File: src/rtl/store_memory_encoder.sv
// Store encoder: turns SB/SH/SW requests into word-aligned memory writes with byte strobes, buffered in a FIFO.
// Optional macro STORE_ENCODER_STATS_EN adds issued/rejected 32-bit counters.
module store_memory_encoder #(
  parameter int unsigned DEPTH  = 2,
  parameter int unsigned ADDR_W = 32
) (
  input  logic              clk,
  input  logic              reset,
  input  logic              req_valid,
  output logic              req_ready,
  input  logic [2:0]        req_type,
  input  logic [ADDR_W-1:0] req_addr,
  input  logic [31:0]       req_data,
  output logic              mem_valid,
  input  logic              mem_ready,
  output logic [ADDR_W-1:0] mem_addr,
  output logic [31:0]       mem_wdata,
  output logic [3:0]        mem_wstrb,
  output logic              err_valid,
  output logic [ADDR_W-1:0] err_addr,
  output logic              idle
`ifdef STORE_ENCODER_STATS_EN
  ,
  output logic [31:0]       stat_issued,
  output logic [31:0]       stat_rejected
`endif
);

  localparam int unsigned PTR_W = (DEPTH > 1) ? $clog2(DEPTH) : 1;
  localparam int unsigned CNT_W = $clog2(DEPTH) + 1;
  localparam logic [CNT_W-1:0] FULL = CNT_W'(DEPTH);

  typedef struct packed {
    logic [ADDR_W-1:0] addr;
    logic [31:0]       wdata;
    logic [3:0]        wstrb;
  } wr_t;

  wr_t              fifo_q [DEPTH];
  logic [PTR_W-1:0] wr_ptr;
  logic [PTR_W-1:0] rd_ptr;
  logic [CNT_W-1:0] count;
  logic [CNT_W-1:0] count_nxt;
  logic [1:0]       off;
  logic             legal;
  logic             accept;
  logic             push;
  logic             pop;
  logic             reject;
  wr_t              enc;

  // Lane encoding and legality of the incoming store
  always_comb begin
    off       = req_addr[1:0];
    enc.addr  = {req_addr[ADDR_W-1:2], 2'b00};
    enc.wdata = req_data;
    enc.wstrb = 4'b1111;
    legal     = 1'b0;
    case (req_type)
      3'b000: begin
        enc.wdata = {4{req_data[7:0]}};
        enc.wstrb = 4'b0001 << off;
        legal     = 1'b1;
      end
      3'b001: begin
        enc.wdata = {2{req_data[15:0]}};
        enc.wstrb = 4'b0011 << off;
        legal     = ~off[0];
      end
      3'b010: legal = (off == 2'b00);
      default: legal = 1'b0;
    endcase
    accept    = req_valid && req_ready;
    push      = accept && legal;
    reject    = accept && !legal;
    pop       = mem_valid && mem_ready;
    count_nxt = count + CNT_W'(push) - CNT_W'(pop);
  end

  // Buffer state; handshake flags are registered from the next count so mem_ready never reaches req_ready
  always_ff @(posedge clk or posedge reset) begin
    if (reset) begin
      wr_ptr    <= '0;
      rd_ptr    <= '0;
      count     <= '0;
      req_ready <= 1'b1;
      mem_valid <= 1'b0;
      idle      <= 1'b1;
      err_valid <= 1'b0;
      err_addr  <= '0;
      for (int i = 0; i < int'(DEPTH); i++) fifo_q[i] <= '0;
    end else begin
      if (push) begin
        fifo_q[wr_ptr] <= enc;
        wr_ptr         <= wr_ptr + PTR_W'(1);
      end
      if (pop) rd_ptr <= rd_ptr + PTR_W'(1);
      if (reject) err_addr <= req_addr;
      count     <= count_nxt;
      req_ready <= (count_nxt != FULL);
      mem_valid <= (count_nxt != '0);
      err_valid <= reject;
      idle      <= (count_nxt == '0) && !reject;
    end
  end

  assign mem_addr  = fifo_q[rd_ptr].addr;
  assign mem_wdata = fifo_q[rd_ptr].wdata;
  assign mem_wstrb = fifo_q[rd_ptr].wstrb;

`ifdef STORE_ENCODER_STATS_EN
  always_ff @(posedge clk or posedge reset) begin
    if (reset) begin
      stat_issued   <= '0;
      stat_rejected <= '0;
    end else begin
      if (pop)    stat_issued   <= stat_issued + 32'd1;
      if (reject) stat_rejected <= stat_rejected + 32'd1;
    end
  end
`endif

endmodule
File: config.mk
export PLATFORM = sky130hd
export DESIGN_NAME = store_memory_encoder
export DESIGN_NICKNAME = d
export VERILOG_FILES = /design/src/rtl/store_memory_encoder.sv
export SDC_FILE = /design/constraint.sdc
export NUM_CORES = 1
export LEC_CHECK = 0
export CAP_MARGIN = 15
export CORE_AREA = 2 2 158 114
export CTS_BUF_LIST = sky130_fd_sc_hd__clkbuf_4
export CTS_CLUSTER_DIAMETER = 60
export DETAILED_ROUTE_END_ITERATION = 7
export DIE_AREA = 0 0 160 116
export GPL_TIMING_DRIVEN = 0
export PLACE_DENSITY = 0.77
export SYNTH_ARGS = -nofsm -noshare
export SYNTH_HDL_FRONTEND = slang
export SYNTH_SLANG_ARGS = --single-unit
File: constraint.sdc
create_clock -name clk -period 5.45 [get_ports clk]
set_input_delay 0.545 -clock clk [delete_from_list [all_inputs] [get_ports clk]]
set_output_delay 0.545 -clock clk [all_outputs]
set_load 0.01 [all_outputs]
======== Word-level counts from Yosys, hierarchy flattened ========
Cells that the tools add are included.
storage, ports and cells
  output and inout port bits .............. 104
  bits in read-only memories .............. 0
  word-level logic and storage cells ...... 49
  bits in latches ......................... 0
  memories ................................ 0
  memory bits (writable) .................. 0
  register bits after elaboration ......... 176
operators by class
  order comparisons ....................... 3
  divide/modulo/power cells ............... 0
  bitwise operators ....................... 3
  reduce and logical (&&, ||, !) cells .... 12
  eq/ne operators ......................... 3
  add/subtract/negate cells ............... 4
  mux-type cells .......................... 8
  shifts and indexed selects .............. 2
  multipliers ............................. 0
operators by type and width
  cell                                                        number
  2-to-1 mux 68 bit                                           4
  bitwise mux 136 bit                                         1
  case mux 36 bit (2 select lines)                            1
  demux 68 bit (select 1 bit)                                 1
  logical AND 1 bit                                           6
  >= comparator 2 bit, second input constant                  2
  zero test 2 bit                                             2
  inverter 1 -> 2 bit                                         2
  left shift 1 x 2 -> 4 bit, first input constant             1
  left shift 2 x 2 -> 4 bit, first input constant             1
  == test 3 x 1 -> 1 bit, second input constant               1
  == test 3 x 2 -> 1 bit, second input constant               1
  zero test 3 bit                                             1
  case mux 1 bit (3 select lines)                             1
  adder 1 bit, second input constant                          2
  adder 2 x 1 -> 2 bit                                        1
  zero test 1 bit                                             2
  less-than comparator 2 x 1 -> 1 bit, second input constant  1
  != test 2 bit, second input constant                        1
  nonzero test 2 bit                                          1
  subtractor 2 x 1 -> 2 bit                                   1
  inverter 1 bit                                              1

======== Logic depth before layout (Yosys ltp) ========
Gate-level depths: netlist of run 1.
  word-level depth ........................ 7
  gate-level depth with buffers ........... 8
  gate-level depth less buffers ........... 7

======== Worst setup path after synthesis of run 1 ========
Ideal clock, no wire load.
  kind .................................... input-to-reg
  start ................................... in req_addr[0]
  end ..................................... reg mem_valid
  stages on the path ...................... 8
  arrival time ............................ 2.555 ns
  data required time ...................... 5.349 ns
  library setup time ...................... 0.101 ns
  slack ................................... 2.794 ns
  cell sequence ........................... buf_2 -> nor3_1 -> o21ai_0 -> xor2_1 -> ha_1 -> xnor2_1 -> mux2_2 -> nor4_1
between the ends
  word-level cells in the longest chain between the ends .. 6
  elaborated cells on any way between the ends .. 7
ends and longest elaborated chain
  what                                               RTL line  text
  start: declaration                                 12        input logic [ADDR_W-1:0] req_addr,
  zero test 2 bit or inverter 1 bit (tied branches)  70, 68
  case mux 1 bit (3 select lines) (*)                59        case (req_type)
  logical AND 1 bit (*)                              74        push = accept && legal;
  adder 2 x 1 -> 2 bit (*)                           77        count_nxt = count + CNT_W'(push) - CNT_W'(pop);
  subtractor 2 x 1 -> 2 bit (*)                      77
  nonzero test 2 bit (*)                             101       mem_valid <= (count_nxt != '0);
  end signal: assignment                             101
  end: declaration                                   14        output logic mem_valid,
Mark *: on every way between the ends. The rest lies on a longest branch, timed or not.
A chain may end at the register's enable or synchronous reset.

======== Worst setup path after layout of run 1 ========
  start ................................... reg rd_ptr
  end ..................................... out mem_addr[30]
between the ends
  word-level cells in the longest chain between the ends .. 4
ends and longest elaborated chain
  what                                       RTL line  text
  start: declaration                         41        logic [PTR_W-1:0] rd_ptr;
  start signal: assignment                   97        if (pop) rd_ptr <= rd_ptr + PTR_W'(1);
  inverter 1 -> 2 bit (implied by the code)  107       assign mem_addr = fifo_q[rd_ptr].addr;
  2-to-1 mux 68 bit (3 in a row)             n/a
  end: declaration                           16        output logic [ADDR_W-1:0] mem_addr,
Every way passes these cells. The select of a mux whose other input is x is not followed.

==> summary.md, run 1 <==
| Metric | Value |
|---|---|
| Avg Vias per Cell | 5.215 |
| CTS root buf | clkbuf_4 |
| Die ar. | 0.01856 mm^2 |
| VDD IR max | 0.0003049 V |
| Gate Count Post-Synth | 540 |
| CP startpoint kind | flip-flop |
| CP Buf/Inv Count | 3 |
| Max Root-Sink Buffers | 2 |
| # fillers | 1409 |
| Worst-Skew Late Latency | 0.57 ns |
| Worst hold slack | 0.3687 ns |
| Critical-path top delay cell | clkbuf_1 |
| Commonest non-fill, non-tap cell in the layout | mux2_2 |
| Postcts setup bufs | 0 |
| Synth Area in XOR/XNOR | 0.005586 |
| Critical path class | reg2out |
| Pre-CTS setup slack | 1.810 ns |
| Adder-Cell Fraction of Synth Area | 0.001596 |
| Site Rows | 40 |
| P_leak | 4.327 nW |
| Fin nets | 804 |
| Vias | 5095 |
| Multi-input logic area | 0.003254 mm^2 |
| Reg area | 0.004307 mm^2 |
| # H-tree levels | 4 |
| Finished Layout Cells | 977 |
| Outcome | completed |
| Pwr per Cell Area | 560.6 mW/mm^2 |
| Initial Utilization | 0.4635 |
| Asr flop ratio synth | 1.000 |
| Synthesized cell area | 0.007840 mm^2 |
| Sequential fraction of the synthesis area | 0.5493 |
| Post-Place Cell Area | 0.009879 mm^2 |
| CTS tree | done |
| Sequential share of power | 0.380 |
| Arrival time worst endpoint | 3.01 ns |
| Final ANT Viol Nets | 0 |
| Seq cells post-synth | 172 |
| Synth Area in Simple Gates | 0.02107 |
| Synth warn | 0 |
| Starting DRC count in detailed routing | 253 |
| Syn Area/Cell | 14.52 um^2 |
| DPL Wire Length | 13.39 mm |
| Routed len/inst | 18.96 um |
| Fin crit share | 0.6527 |
| Clk sink count | 172 |
| Port-buffer cells | 171 |
| DP Cell Count | 944 |
| Post-synth EDFFs | 0 |
| Skew final | 0.01855 ns |
| DR DRC count | 0 |
| Design area | 0.01020 mm^2 |
| CP max FO | 10 |
| Synth cell types | 40 |
| Num CTS Buffers | 17 |
| Die span in x | 160 um |
| Max incr delay on CP | 0.58 ns |
| Area of the core | 0.01692 mm^2 |
| First-pass GRT wire length | 29.33 mm |
| Family with the most delay on the worst path | buffers and inverters |
| Iteration count of the initial detailed-routing pass | 4 |
| Share of cells above drive strength 1 | 0.3530 |
| Critical path cell sequence | clkbuf_1 > clkbuf_1 > mux2_2 > clkdlybuf4s50_1 |
| Grt ovf | 0 |
| Final RePlAce weighted congestion | 0.8242 |
| Most frequent CP cell | clkbuf_1 |
| Initial antenna violation count | 1 |
| Largest net degree at the start of global routing | 121 |
| Compound-Gate Fraction of Synth Area | 0.02346 |
| Clock power frac | 0.139 |
| Die Height | 116 um |
| Worst path required time | 4.91 ns |
| Vias in the first global route | 5411 |
| Gate power share | 0.481 |
| Switching Share | 0.3245 |
| Clk slew on worst S/H paths | 0.15 ns |
| Psw | 1.854 mW |
| Power Total | 5.715 mW |
| Worst rel slew slack | 0.4499 |
| CTS hold repair buffers | 0 |
| Max-slew violation count | 0 |
| Most frequent cells in the layout | mux2_2 (199), clkdlybuf4s50_1 (171), dfrtp_1 (170), mux2_1 (32), mux2i_1 (24) |
| Multiplexer share of the synthesized area | 0.3624 |
| Worst-Margin Slew | 0.8207 ns |
| Largest family of logic cells by synthesized area | multiplexers |
| Setup crit end kind | primary output |
| Top FF cell, synth | dfrtp_1 |
| Layout area overhead | 30.05% |
| Cell Int Power | 3.861 mW |
| Wirelength, routed | 18.52 mm |
| Setup violators final | 0 |
| Io pins | 175 |
| Gr usage total | 0.2075 |
| Max_cap viols | 0 |
| Period minus WS final | 3.557 ns |
| Fmax | 281.1 MHz |
| Final Hold Fails | 0 |
| Final worst slack | 1.893 ns |
| Worst hold path class | in2async |
| Cts repair resizes | 0 |
| RSZ-0062 raised after global routing | no |
[through the flow]
| step | utilization | TNS, ns |
|---|---|---|
| 3_5_place_dp | 0.5840 | 0 |
| 3_3_place_gp | 0.5820 | -300.33 |
| 4_1_cts | 0.6026 | 0 |
| 6_report | 0.6027 | 0 |
| 5_1_grt | 0.6027 | 0 |
| 2_1_floorplan | - | 0 |
[area by class of cell]
cell class | instances | area share
Inverter | 17 | 0.006995
Antenna cell | 1 | 0.0002454
Buffer | 32 | 0.02148
Clock buffer | 17 | 0.01252
Clock inverter | 15 | 0.01828
Sequential cell | 172 | 0.4224
Multi-Input combinational cell | 320 | 0.3192
Tap cell | 231 | 0.02835
Timing Repair Buffer | 172 | 0.1706
[final timing paths]
path                              from            to  slack [ns]  depth (start not counted)
setup / recovery                rd_ptr  mem_addr[30]        1.89                          4
hold / removal                   reset  err_addr[16]        0.37                          2
setup reg to reg             req_ready     mem_valid        2.72                          7
hold reg to reg            fifo_q[108]   fifo_q[108]        0.50                          1
max in group asynchronous        reset        rd_ptr        4.14                          3
min in group clk           fifo_q[108]   fifo_q[108]        0.50                          1
[power by group through the flow]
stage	Combinational [mW]	Sequential [mW]	Clock (mW)
CTS	2.78	2.17	0.820
finish	2.75	2.17	0.796
floorplan	1.42	2.17	0
global placement	2.70	2.15	0
detailed placement	2.76	2.20	0
global route	2.92	2.25	0.876
[cells in the mapped netlist, drive strengths merged, types with 2 or more instances]
library cell    n  area, um^2
dfstp           2       52.55
buf            24       188.9
nor2            4       15.01
a211oi          4       47.54
mux2          231        2601
o21ai          13       65.06
o211ai          3       22.52
a21oi           3       15.01
nor3            2       15.01
mux2i          24       240.2
inv            17       63.81
clkbuf          8       30.03
dfrtp         170        4254
nand3b          2       15.01
xor2            2       17.52
xnor2           3       26.28
nand2          12       45.04
nor4            2       12.51
[cells by family (layout without fill, tap and decap cells)]
logic type	count (synthesis)	after routing
buffers and inverters	49	253
adders and majority gates	1	1
other	1	3
DFF	172	172
AOI/OAI and AO/OA	27	27
muxes	255	255
xor gates and xnor gates	5	5
and+or+nand+nor	30	30
[sequential cells by signal, summed over array words and instances (netlist names)]
signal,cells
idle,1
req_ready,1
err_valid,1
count,2
fifo_q,132
wr_ptr,1
err_addr,32
mem_valid,1
rd_ptr,1
[routing by layer]
layer  part of all wire  up-vias  track usage
met1               0.46     2621       0.2845
met5                  0        -            0
met4              0.013        0      0.06607
li1                   -     2316            -
met3              0.056       16      0.04832
met2               0.47      142       0.3322
Note: power is estimated with default switching activity, not from simulation.
==> run 2: changes to the inputs <==
==> constraint.sdc (replaced) <==
create_clock -name clk -period 3 [get_ports clk]
set_input_delay 0.3 -clock clk [delete_from_list [all_inputs] [get_ports clk]]
set_output_delay 0.3 -clock clk [all_outputs]
set_load 0.01 [all_outputs]
==> run 2 against run 1 <==
Die area unchanged; first-iteration DRC count down 25%; cell count is 0.20% higher; sequential power rose by 82%; global-route usage grew 0.44 points; count of clock-buffer cells in the layout did not move; sequential share of layout area is 0.17 points lower; critical path type unchanged.
==> summary.md, run 2 (synthesized netlist as in run 1, its figures left out) <==
| Metric | Value |
|---|---|
| VDD IR max | 0.0006064 V |
| Layout area overhead | 30.58% |
| CP endpoint | mem_wstrb[1] |
| Fin nets | 807 |
| Postcts setup bufs | 0 |
| Critical path class | reg2out |
| Die span in x | 160 um |
| DPL Wire Length | 13.83 mm |
| Die Height | 116 um |
| CTS tree | done |
| Site Rows | 40 |
| CP startpoint kind | flip-flop |
| FF-to-FF setup slack | 0.22 ns |
| Routed len/inst | 19.31 um |
| Iteration count of the initial detailed-routing pass | 4 |
| CTS root buf | clkbuf_4 |
| Pre-CTS setup slack | -0.3135 ns |
| Max-slew violation count | 0 |
| Max reg flops | 132 |
| Worst setup path startpoint | rd_ptr |
| Worst hold path class | in2async |
| Most frequent cells in the layout | mux2_2 (199), clkdlybuf4s50_1 (171), dfrtp_1 (170), mux2_1 (32), mux2i_1 (24) |
| CP max FO | 10 |
| Design area | 0.01024 mm^2 |
| Initial Utilization | 0.4635 |
| Port-buffer cells | 171 |
| Wirelength, routed | 18.90 mm |
| Final RePlAce weighted congestion | 0.8347 |
| Largest net degree at the start of global routing | 44 |
| Final worst slack | 0.1201 ns |
| Outcome | completed |
| Die ar. | 0.01856 mm^2 |
| Starting DRC count in detailed routing | 189 |
| Pwr per Cell Area | 1014 mW/mm^2 |
| Post-Place Cell Area | 0.009928 mm^2 |
| Share of cells above drive strength 1 | 0.3601 |
| Crit Reg-Reg Startpoint | req_ready |
| Initial antenna violation count | 1 |
| # H-tree levels | 4 |
| Arrival time worst endpoint | 2.58 ns |
| Reg-to-Reg End | mem_valid |
| Setup TNS | 0 ns |
| Finished Layout Cells | 979 |
| Worst path required time | 2.70 ns |
| DP Cell Count | 947 |
| Reg2reg path depth | 7 |
| Period minus WS final | 2.880 ns |
| Gr usage total | 0.2119 |
| Max Root-Sink Buffers | 2 |
| Io pins | 175 |
| Worst-Skew Late Latency | 0.57 ns |
| Worst-Margin Slew | 0.8595 ns |
| Setup crit end kind | primary output |
| Vias | 5105 |
| Clk slew on worst S/H paths | 0.13 ns |
| Vias in the first global route | 5510 |
| Final ANT Viol Nets | 0 |
| Clk sink count | 172 |
| Largest Register | fifo_q |
| Grt ovf | 0 |
| P_leak | 4.341 nW |
| Skew final | 0.03084 ns |
| Top Registers | fifo_q (132), err_addr (32), count (2) |
| RSZ-0062 raised after global routing | no |
| Setup violators final | 0 |
| # fillers | 1372 |
| Worst rel slew slack | 0.4239 |
| Area of the core | 0.01692 mm^2 |
| Max_cap viols | 0 |
| First-pass GRT wire length | 30.17 mm |
| DR DRC count | 0 |
| Avg Vias per Cell | 5.215 |
| Fmax | 347.2 MHz |
| Fin crit share | 0.9600 |
| Commonest non-fill, non-tap cell in the layout | mux2_2 |
| Num CTS Buffers | 17 |
| Final Hold Fails | 0 |
run 2: changes by cell type in the layout (fill, tap and decap cells not counted):
| cell | before | now |
|---|---|---|
| clkinv_4 | 2 | 1 |
| nor3_1 | 1 | 0 |
| buf_16 | 1 | 0 |
| clkbuf_1 | 8 | 3 |
| clkinv_2 | 3 | 1 |
| buf_12 | 0 | 4 |
| nor3_2 | 1 | 2 |
| inv_8 | 3 | 0 |
| clkbuf_2 | 0 | 5 |
| clkinvlp_4 | 2 | 5 |
| clkinv_1 | 0 | 2 |
run 2: where the power goes:
group	total [mW]	switching [mW]	leakage, nW	internal, mW
logic	5.03	2.02	2.16	3.02
clock network	1.41	0.832	0.146	0.574
registers	3.94	0.529	2.04	3.42
total	10.4	3.38	4.34	7.01
run 2: worst min-delay path by stage:
| stage | from | end | cells past startpoint |
|---|---|---|---|
| after floorplan | mem_ready | idle | 2 |
| after global placement | fifo_q[110] | fifo_q[110] | 1 |
| after detailed placement | fifo_q[76] | fifo_q[76] | 1 |
| after CTS | reset | err_addr[12] | 2 |
| after global routing | reset | err_addr[12] | 2 |
| final | reset | err_addr[5] | 2 |
run 2: stage by stage:
| step | util | total power, mW | hold WS [ns] |
|---|---|---|---|
| after floorplan | - | 6.523 | 0.4327 |
| after global placement | 0.5822 | 8.823 | 0.4633 |
| after detailed placement | 0.5869 | 9.044 | 0.4755 |
| after CTS | 0.6047 | 10.48 | 0.1219 |
| after global routing | 0.6052 | 10.99 | 0.1266 |
| final | 0.6052 | 10.39 | 0.1462 |
run 2: critical path, cell delays in order, from the launching register on:
cell             delay, ns
dfrtp_1               0.42
clkbuf_2              0.33
clkbuf_2              0.39
mux2_2                0.38
clkdlybuf4s50_1       0.52
run 2: layout make-up:
| type | instances | area, um^2 | area share |
|---|---|---|---|
| Sequential cell | 172 | 4307 | 0.4207 |
| Multi-Input combinational cell | 320 | 3259 | 0.3184 |
| Timing Repair Buffer | 175 | 1792 | 0.1750 |
| Tap cell | 231 | 289.0 | 0.02823 |
| Buffer | 32 | 225.2 | 0.02200 |
| Clock inverter | 14 | 167.7 | 0.01638 |
| Clock buffer | 17 | 127.6 | 0.01247 |
| Inverter | 17 | 67.56 | 0.006600 |
| Antenna cell | 1 | 2.502 | 0.0002444 |
run 2: layer usage:
layer  global-route usage  part of all wire  vias to the layer above
met2               0.3434              0.47                      132
met4              0.05345             0.010                        0
met1               0.2938              0.47                     2628
met5                    0                 0                        -
li1                     -                 -                     2323
met3              0.04724             0.049                       22
run 2: timing repair:
| action | in CTS | in global routing |
|---|---|---|
| endpoints found under the setup margin | 41 | 1 |
| hold buffers | 0 | 0 |
| resized for setup | 5 | 1 |
==> run 3: changes to the inputs <==
==> config.mk (replaced) <==
export PLATFORM = sky130hd
export DESIGN_NAME = store_memory_encoder
export DESIGN_NICKNAME = d
export VERILOG_FILES = /design/src/rtl/store_memory_encoder.sv
export SDC_FILE = /design/constraint.sdc
export NUM_CORES = 1
export LEC_CHECK = 0
export CAP_MARGIN = 15
export CORE_AREA = 2 2 160 115
export CTS_BUF_LIST = sky130_fd_sc_hd__clkbuf_16
export CTS_CLUSTER_DIAMETER = 60
export DETAILED_ROUTE_END_ITERATION = 7
export DIE_AREA = 0 0 162 117
export GPL_TIMING_DRIVEN = 0
export PLACE_DENSITY = 0.76
export SYNTH_ARGS = -nofsm -noshare
export SYNTH_HDL_FRONTEND = slang
export SYNTH_SLANG_ARGS = --single-unit
==> run 3 against run 2 <==
Wire length down 1.4%; count of clock-buffer cells in the layout unchanged; cell area up 2.7%; critical path depth up 4; register-to-register slack better by 0.15 ns; non-clock buffer count unchanged; highest routed layer unchanged.
==> summary.md, run 3 (synthesized netlist as in run 1, its figures left out) <==
| Metric | Value |
|---|---|
| Outcome | completed |
| GRT met2 Usage | 0.3223 |
| Critical path class | in2reg |
| Clk slew on worst S/H paths | 0.07 ns |
| Arrival time worst endpoint | 3.06 ns |
| Skew final | 0.008519 ns |
| Avg Vias per Cell | 5.111 |
| Layout area overhead | 34.15% |
| Gr usage total | 0.2059 |
| Most frequent cells in the layout | mux2_2 (199), clkdlybuf4s50_1 (171), dfrtp_1 (170), mux2_1 (32), mux2i_1 (24) |
| Site Rows | 41 |
| DR DRC count | 0 |
| Largest net degree at the start of global routing | 45 |
| Final ANT Viol Nets | 0 |
| Area of the core | 0.01754 mm^2 |
| Pre-CTS setup slack | -0.3538 ns |
| Crit Reg-Reg Startpoint | req_ready |
| RSZ-0062 raised after global routing | no |
| Grt met1 use | 0.2868 |
| Final Hold Fails | 0 |
| Commonest non-fill, non-tap cell in the layout | mux2_2 |
| Die ar. | 0.01895 mm^2 |
| Share of cells above drive strength 1 | 0.3601 |
| CTS hold repair buffers | 0 |
| Max Root-Sink Buffers | 2 |
| Fin crit share | 0.9207 |
| Initial Utilization | 0.4469 |
| Max-slew violation count | 0 |
| Worst rel slew slack | 0.3857 |
| Worst path required time | 3.30 ns |
| Period minus WS final | 2.762 ns |
| Max reg flops | 132 |
| Critical-path top delay cell | clkdlybuf4s50_1 |
| Grt met3 use | 0.05215 |
| P_leak | 4.474 nW |
| Pwr per Cell Area | 1057 mW/mm^2 |
| Critical path cell sequence | clkdlybuf4s50_1 > nor3_2 > o21ai_1 > xor2_1 > ha_1 > xnor2_1 > mux2_2 > nor4_1 |
| Worst-Skew Late Latency | 0.42 ns |
| DPL Wire Length | 13.42 mm |
| CTS tree | done |
| Die span in x | 162 um |
| Num CTS Buffers | 17 |
| Top Registers | fifo_q (132), err_addr (32), count (2) |
| Initial antenna violation count | 0 |
| Reg2reg path depth | 7 |
| Worst-Margin Slew | 0.9165 ns |
| VDD IR max | 0.0005971 V |
| Family with the most delay on the worst path | simple AND/OR/NAND/NOR gates |
| Sequential share of power | 0.356 |
| CP Buf/Inv Count | 1 |
| CP max FO | 9 |
| Vias | 5024 |
| Io pins | 175 |
| # H-tree levels | 4 |
| Routed len/inst | 18.95 um |
| Antenna cells | 0 |
| Wirelength, routed | 18.63 mm |
| Starting DRC count in detailed routing | 220 |
| Switching Share | 0.3097 |
| Setup crit end kind | flip-flop |
| Clock power frac | 0.193 |
| Iteration count of the initial detailed-routing pass | 4 |
| First-pass GRT wire length | 29.52 mm |
| Reg-to-Reg End | mem_valid |
| Max incr delay on CP | 0.59 ns |
| Grt ovf | 0 |
| Largest Register | fifo_q |
| Most used routing layer | met2 |
| Worst hold path class | in2async |
| Cell Int Power | 7.675 mW |
| Final RePlAce weighted congestion | 0.8446 |
| CP startpoint kind | input port |
| Final worst slack | 0.2378 ns |
| Max_cap viols | 0 |
| Port-buffer cells | 171 |
| Die Height | 117 um |
| FF-to-FF setup slack | 0.37 ns |
| Psw | 3.443 mW |
| Fmax | 362.0 MHz |
| CTS root buf | clkbuf_16 |
| Gate power share | 0.451 |
| Fin nets | 807 |
| Setup violators final | 0 |
| Vias in the first global route | 5449 |
| Power Total | 11.12 mW |
| Clk sink count | 172 |
-- run 3: cell count changes in the layout (fill, tap and decap cells not counted), moves of 3 or more --
| cell | delta |
|---|---|
| clkinv_4 | +4 |
| clkbuf_4 | -17 |
| clkbuf_16 | +17 |
| clkinvlp_4 | -3 |
-- run 3: per-stage QoR --
step	std cells	cell area, um^2	hold WS (ns)	TNS [ns]	utilization
4_1_cts	983	10510	0.3048	0	0.5990
6_report	983	10520	0.3068	0	0.5995
3_5_place_dp	952	9935	0.4722	-0.4762	0.5663
2_1_floorplan	541	7848	0.4327	0	-
5_1_grt	983	10520	0.3532	0	0.5995
3_3_place_gp	948	9854	0.4637	-125.97	0.5617
-- run 3: worst max path at each step --
stage / start / end / depth (start not counted)
final: req_addr[1] / mem_valid / 8
after global routing: req_addr[0] / mem_valid / 9
after CTS: rd_ptr / mem_addr[12] / 4
after detailed placement: req_addr[1] / mem_valid / 8
after global placement: reset / err_addr[19] / 2
after floorplan: reset / count[0] / 1
-- run 3: area by class of cell --
class | count | area, um^2
Buffer | 32 | 225.2
Clock buffer | 17 | 425.4
Clock inverter | 14 | 146.4
Fill cell | 1384 | 7027
Inverter | 17 | 67.56
Multi-Input combinational cell | 320 | 3259
Sequential cell | 172 | 4307
Tap cell | 236 | 295.3
Timing Repair Buffer | 175 | 1792
-- run 3: power groups by stage --
| stage | clock [mW] | combinational, mW | sequential [mW] |
|---|---|---|---|
| after global routing | 2.31 | 5.36 | 4.10 |
| final | 2.14 | 5.02 | 3.96 |
| after floorplan | 0 | 2.58 | 3.94 |
| after detailed placement | 0 | 5.02 | 4.00 |
| after CTS | 2.20 | 5.06 | 3.96 |
| after global placement | 0 | 4.91 | 3.91 |
-- run 3: metal layers --
layer	part of all wire	wire, um	vias up
li1	-	-	2315
met1	0.49	9075	2563
met2	0.46	8505	122
met3	0.041	765	24
met4	0.015	280	0
met5	0	0	-
-- run 3: worst reg2reg max path: stages (launching register included) --
cell and delay, ns:
dfstp_2 0.55, and3b_1 0.22, o21ai_1 0.17, xor2_1 0.21, ha_1 0.23, xnor2_1 0.40
mux2_2 0.39, nor4_1 0.33
-- run 3: what timing repair did --
item	CTS	global route
endpoints found under the setup margin	39	22
setup buffers	0	0
endpoints found under the hold margin	0	0
pin swaps	0	0
resized for setup	2	8
